**src/rtl/addsub_serial_pkg.sv**
```systemverilog
// Shared constants for the digit-serial adder/subtractor: operation codes and FSM encodings.
package addsub_serial_pkg;

   localparam logic OP_ADD = 1'b0;
   localparam logic OP_SUB = 1'b1;

   localparam logic [1:0] StIdle = 2'd0;
   localparam logic [1:0] StBusy = 2'd1;
   localparam logic [1:0] StDone = 2'd2;

endpackage

```
**src/rtl/addsub_digit.sv**
```systemverilog
// One digit slice of the serial adder: a DIGIT-bit ripple of full adders.
module addsub_digit
   import addsub_serial_pkg::*;
#(
   parameter int unsigned DIGIT = 2
) (
   input  logic [DIGIT-1:0] a,
   input  logic [DIGIT-1:0] b,
   input  logic             cin,
   output logic [DIGIT-1:0] sum,
   output logic             cout,
   output logic             c_msb_in
);

   logic carry;

   always_comb begin
      carry    = cin;
      c_msb_in = cin;
      sum      = '0;
      for (int i = 0; i < int'(DIGIT); i++) begin
         // Carry entering the top bit feeds the signed-overflow flag.
         if (i == int'(DIGIT) - 1) c_msb_in = carry;
         sum[i] = a[i] ^ b[i] ^ carry;
         carry  = (a[i] & b[i]) | (carry & (a[i] ^ b[i]));
      end
      cout = carry;
   end

endmodule

```
**src/rtl/addsub_serial.sv**
```systemverilog
// Digit-serial two's-complement adder/subtractor with valid/ready handshakes and C/V/Z flags.
module addsub_serial
   import addsub_serial_pkg::*;
#(
   parameter int unsigned WIDTH = 8,
   parameter int unsigned DIGIT = 2
) (
   input  logic             clk,
   input  logic             rst,
   input  logic             in_valid,
   output logic             in_ready,
   input  logic [WIDTH-1:0] a,
   input  logic [WIDTH-1:0] b,
   input  logic             op,
   output logic             out_valid,
   input  logic             out_ready,
   output logic [WIDTH-1:0] s,
   output logic             c,
   output logic             v,
   output logic             z
);

   localparam int unsigned N  = WIDTH / DIGIT;
   localparam int unsigned CW = $clog2(N) + 1;

   if (WIDTH < 2 || DIGIT < 1 || DIGIT > WIDTH || (WIDTH % DIGIT) != 0) begin : g_bad_param
      $error("addsub_serial: illegal WIDTH/DIGIT combination");
   end

   logic [1:0]       state;
   logic [WIDTH-1:0] a_sh;
   logic [WIDTH-1:0] b_sh;
   logic             op_q;
   logic             carry;
   logic [CW-1:0]    cnt;

   logic             accept;
   logic             last;
   logic [DIGIT-1:0] d_sum;
   logic             d_cout;
   logic             d_cmsb;
   logic [WIDTH-1:0] s_next;

   addsub_digit #(
      .DIGIT(DIGIT)
   ) u_digit (
      .a       (a_sh[DIGIT-1:0]),
      .b       (b_sh[DIGIT-1:0]),
      .cin     (carry),
      .sum     (d_sum),
      .cout    (d_cout),
      .c_msb_in(d_cmsb)
   );

   always_comb begin
      in_ready = (state == StIdle) || ((state == StDone) && out_ready);
      accept   = in_valid && in_ready;
      last     = (cnt == CW'(N - 1));
      // Result fills from the MSB end so the first digit lands at the bottom after N shifts.
      s_next   = WIDTH'({d_sum, s} >> DIGIT);
   end

   always_ff @(posedge clk or posedge rst) begin
      if (rst) begin
         state     <= StIdle;
         a_sh      <= '0;
         b_sh      <= '0;
         op_q      <= 1'b0;
         carry     <= 1'b0;
         cnt       <= '0;
         out_valid <= 1'b0;
         s         <= '0;
         c         <= 1'b0;
         v         <= 1'b0;
         z         <= 1'b0;
      end else if (accept) begin
         // Subtraction is A + ~B + 1: invert B here, the +1 rides in as the initial carry.
         a_sh      <= a;
         b_sh      <= b ^ {WIDTH{op == OP_SUB}};
         op_q      <= op;
         carry     <= (op == OP_SUB);
         cnt       <= '0;
         out_valid <= 1'b0;
         state     <= StBusy;
      end else begin
         case (state)
            StBusy: begin
               s     <= s_next;
               a_sh  <= a_sh >> DIGIT;
               b_sh  <= b_sh >> DIGIT;
               carry <= d_cout;
               cnt   <= cnt + 1'b1;
               if (last) begin
                  c         <= d_cout ^ op_q;
                  v         <= d_cmsb ^ d_cout;
                  z         <= (s_next == '0);
                  out_valid <= 1'b1;
                  state     <= StDone;
               end
            end
            StDone: begin
               if (out_ready) begin
                  out_valid <= 1'b0;
                  state     <= StIdle;
               end
            end
            StIdle: ;
            default: state <= StIdle;
         endcase
      end
   end

endmodule

```
**config.mk**
```make
export PLATFORM = sky130hd
export DESIGN_NAME = addsub_serial
export DESIGN_NICKNAME = d
export VERILOG_FILES = /design/src/rtl/addsub_serial_pkg.sv /design/src/rtl/addsub_digit.sv /design/src/rtl/addsub_serial.sv
export SDC_FILE = /design/constraint.sdc
export NUM_CORES = 1
export LEC_CHECK = 0
export CORE_ASPECT_RATIO = 0.9
export CORE_MARGIN = 3
export CORE_UTILIZATION = 30
export DETAILED_ROUTE_END_ITERATION = 10
export DONT_BUFFER_PORTS = 1
export GPL_ROUTABILITY_DRIVEN = 0
export PLACE_DENSITY = 0.55
export SLEW_MARGIN = 0
export SYNTH_ARGS = -nofsm -noshare
export SYNTH_HDL_FRONTEND = slang
export SYNTH_SLANG_ARGS = --single-unit
```
**constraint.sdc**
```tcl
create_clock -name clk -period 2.1 [get_ports clk]
set_clock_uncertainty 0.05 [all_clocks]
set_input_delay 0.42 -clock clk [delete_from_list [all_inputs] [get_ports clk]]
set_output_delay 0.42 -clock clk [all_outputs]
set_load 0.005 [all_outputs]
```
==> results.sh <==
export IMPL_cp_num_buf_inv=2
export IMPL_rows=25
export IMPL_hold_viol_final=0
export IMPL_synthXorXnorAreaFrac_pct=5.54
export IMPL_fmax_mhz=506
export IMPL_path_clk_slew_ps=70
export IMPL_setup_viol=0
export IMPL_ys_ff_latch=35
export IMPL_grt_met1_usage_pct=17.3
export IMPL_synthCells=174
export IMPL_cp_cell_sequence="inv_1 -> fa_1 -> inv_1 -> fa_1 -> nor4b_2 -> nand2_1 -> o21ai_1"
export IMPL_cp_data_arrival_time_ps=2130
export IMPL_worst_pin_slew_ps=452
export IMPL_critPathTopFamily="adder cells"
export IMPL_ir_worst_vdd_mv=0.585
export IMPL_clockPowerShare_pct=18.4
export IMPL_start_kind="flop"
export IMPL_root_buffer="clkbuf_8"
export IMPL_synthTopCellsByArea="dfrtp_1, nand2_1, mux2i_1, o21ai_0, xor2_1"
export IMPL_ant_nets=0
export IMPL_seq_area_frac_synth_pct=50.4
export IMPL_grtUsageMet3_pct=4.51
export IMPL_outcome="finished, final reports clean"
export IMPL_die_area_um2=6750
export IMPL_pwr_share_seq_pct=41.6
export IMPL_finalCriticalPeriod_ps=1980
export IMPL_drive_above_1_share_pct=10.3
export IMPL_post_cts_resized=0
export IMPL_synthMuxAreaShare_pct=6.98
export IMPL_synth_common_cells="dfrtp_1, nand2_1, o21ai_0, nand3_1, mux2i_1"
export IMPL_avgSynthCellArea_um2=10.0
export IMPL_crit_type="reg2reg"
export IMPL_max_stage_delay_ps=450
export IMPL_diodes=0
export IMPL_core_area_um2=5440
export IMPL_portBuffers=0
export IMPL_cts_buffer_depth=2
export IMPL_switchingPower_uw=1090
export IMPL_grt_antenna_before_repair=0
export IMPL_yosysWarningCount=0
export IMPL_grt_pass1_wl_um=6050
export IMPL_areaGrowthSynthToFinish_pct=8.56
export IMPL_drv_slew=0
export IMPL_route_detailed_drc=0
export IMPL_crit_fanout=2
export IMPL_synth_adder_area_share_pct=3.74
export IMPL_start_util_pct=32.0
export IMPL_rr_worst_depth=7
export IMPL_yosys_area_top_type="dfrtp_1"
export IMPL_power_uw=2870
export IMPL_wl_per_cell_um=14.3
export IMPL_vias_per_cell=4.76
export IMPL_r2r_setup_slack_ps=120
export IMPL_chipHeight_um=78.2
export IMPL_powerDensity_nw_per_um2=1520
export IMPL_cts_sinks=35
export IMPL_yosysUniqueCellTypes=28
export IMPL_switching_share_pct=37.9
export IMPL_clk_latency_ps=280
export IMPL_power_internal_uw=1780
export IMPL_post_cts_buffers=0
export IMPL_synthArstFlopShare_pct=100
export IMPL_grt_max_degree=36
export IMPL_hold_class="in2async"
export IMPL_grt_overflow=0
export IMPL_numCtsBuffers=5
export IMPL_timing_rr_start="a_sh[0]"
export IMPL_track_usage_pct=11.4
export IMPL_synth_top_family_by_area="simple AND/OR/NAND/NOR gates"
export IMPL_synth_edf_count=0
export IMPL_hpwl_um=2330
export IMPL_yosys_area_top_type_share_pct=50.4
export IMPL_grt_pass1_vias=1217
export IMPL_busiest_layer="met1"
export IMPL_max_slew_margin_pct=69.9
export IMPL_fin_util_pct=34.7
export IMPL_synth_compound_area_share_pct=9.64
export IMPL_ios=34
export IMPL_fp_dieW_um=86.3
export IMPL_cp_slowest_cell="fa_1"
export IMPL_critPathCaptureType="flop"
export IMPL_period_share_pct=94.1
export IMPL_leakagePower_uw=0.000872
export IMPL_hold_buffers=0
export IMPL_max_cap_violations=0
export IMPL_synthSimpleGateAreaFrac_pct=17.0
export IMPL_met2_usage_pct=14.4
export IMPL_initialDrtViolationCount=49
export IMPL_vias=1152
export IMPL_final_fill_count=568
export IMPL_cts_tree="done"
export IMPL_drtPass1Iterations=4
export IMPL_synth_ff_type="dfrtp_1"
export IMPL_rr_endpoint="z"
export IMPL_worst_ep_required_time_ps=2260
export IMPL_syn_num_nets=199
export IMPL_routed_wirelength_um=3470
export IMPL_fin_nets=199
export IMPL_htree_levels=2
export IMPL_pwr_share_comb_pct=39.9
export IMPL_syn_area_um2=1740
[stage by stage]
step	area, µm²	hold WS, ps	instances	TNS (ps)	worst slack, ps
2_1_floorplan	1740	418	174	0	249
3_3_place_gp	1780	394	234	0	186
3_5_place_dp	1780	393	234	0	128
4_1_cts	1880	90.6	242	0	24.5
5_1_grt	1890	98.0	242	-14.3	-14.3
6_report	1890	72.9	242	0	123
[power groups by stage]
| stage | logic, µW | clock network (µW) | registers (µW) |
|---|---|---|---|
| 2_1_floorplan | 993 | 0 | 1150 |
| 3_3_place_gp | 1130 | 0 | 1210 |
| 3_5_place_dp | 1130 | 0 | 1210 |
| 4_1_cts | 1150 | 547 | 1200 |
| 5_1_grt | 1340 | 579 | 1250 |
| 6_report | 1140 | 528 | 1190 |
[kinds of logic after synthesis]
group / Yosys count
xor gates and xnor gates: 11
buffers and inverters: 19
muxes: 12
AOI/OAI and AO/OA: 29
and+or+nand+nor: 64
adders and majority gates: 4
DFF: 35
[worst reg2reg max path: stages, from the launching register on]
cell and delay (ps):
dfrtp_1 360, inv_1 60, fa_1 450, inv_1 90, fa_1 450, nor4b_2 250
nand2_1 80, o21ai_1 120
[registers in the layout (all words and copies together) (netlist names)]
name and cells:
a_sh 8, b_sh 8, s 8, cnt 3
state 2, c 1, carry 1, op_q 1
out_valid 1, v 1, z 1
[routing by layer]
layer	up-vias	routed length, µm
met5	-	0
met4	0	37
met2	35	1370
met1	533	1810
li1	580	-
met3	4	245
[final cells by class]
cell class | count | area, µm² | area share, %
repair buffers | 5 | 50.0 | 2.65
flip-flops and latches | 35 | 876 | 46.4
inverters | 7 | 26.3 | 1.39
well taps | 67 | 83.8 | 4.44
clock buffers | 8 | 100 | 5.30
multi-input cells | 120 | 752 | 39.8
[worst max path at each step]
stage | slack (ps) | cells after the start | start | to
final | 120 | 7 | a_sh[0] | z
after global routing | -10 | 7 | a_sh[0] | z
after CTS | 20 | 7 | a_sh[0] | z
after detailed placement | 130 | 7 | a_sh[0] | z
after global placement | 190 | 7 | a_sh[0] | z
after floorplan | 250 | 7 | a_sh[0] | z
[cells in the final DEF, fill, tap and decap left out, types with 2 or more instances in the layout]
cell type,n
o31ai_2,2
xnor2_1,2
o21ai_0,15
buf_4,4
a32oi_1,2
ha_1,2
o21ai_1,8
a21oi_1,2
nand2_1,35
nor2_1,3
nand3_1,15
clkbuf_8,7
fa_1,2
nor2b_1,3
xor2_1,9
nand2b_1,3
dfrtp_1,35
inv_1,7
mux2i_1,11
Note: power is estimated with default switching activity, not from simulation.
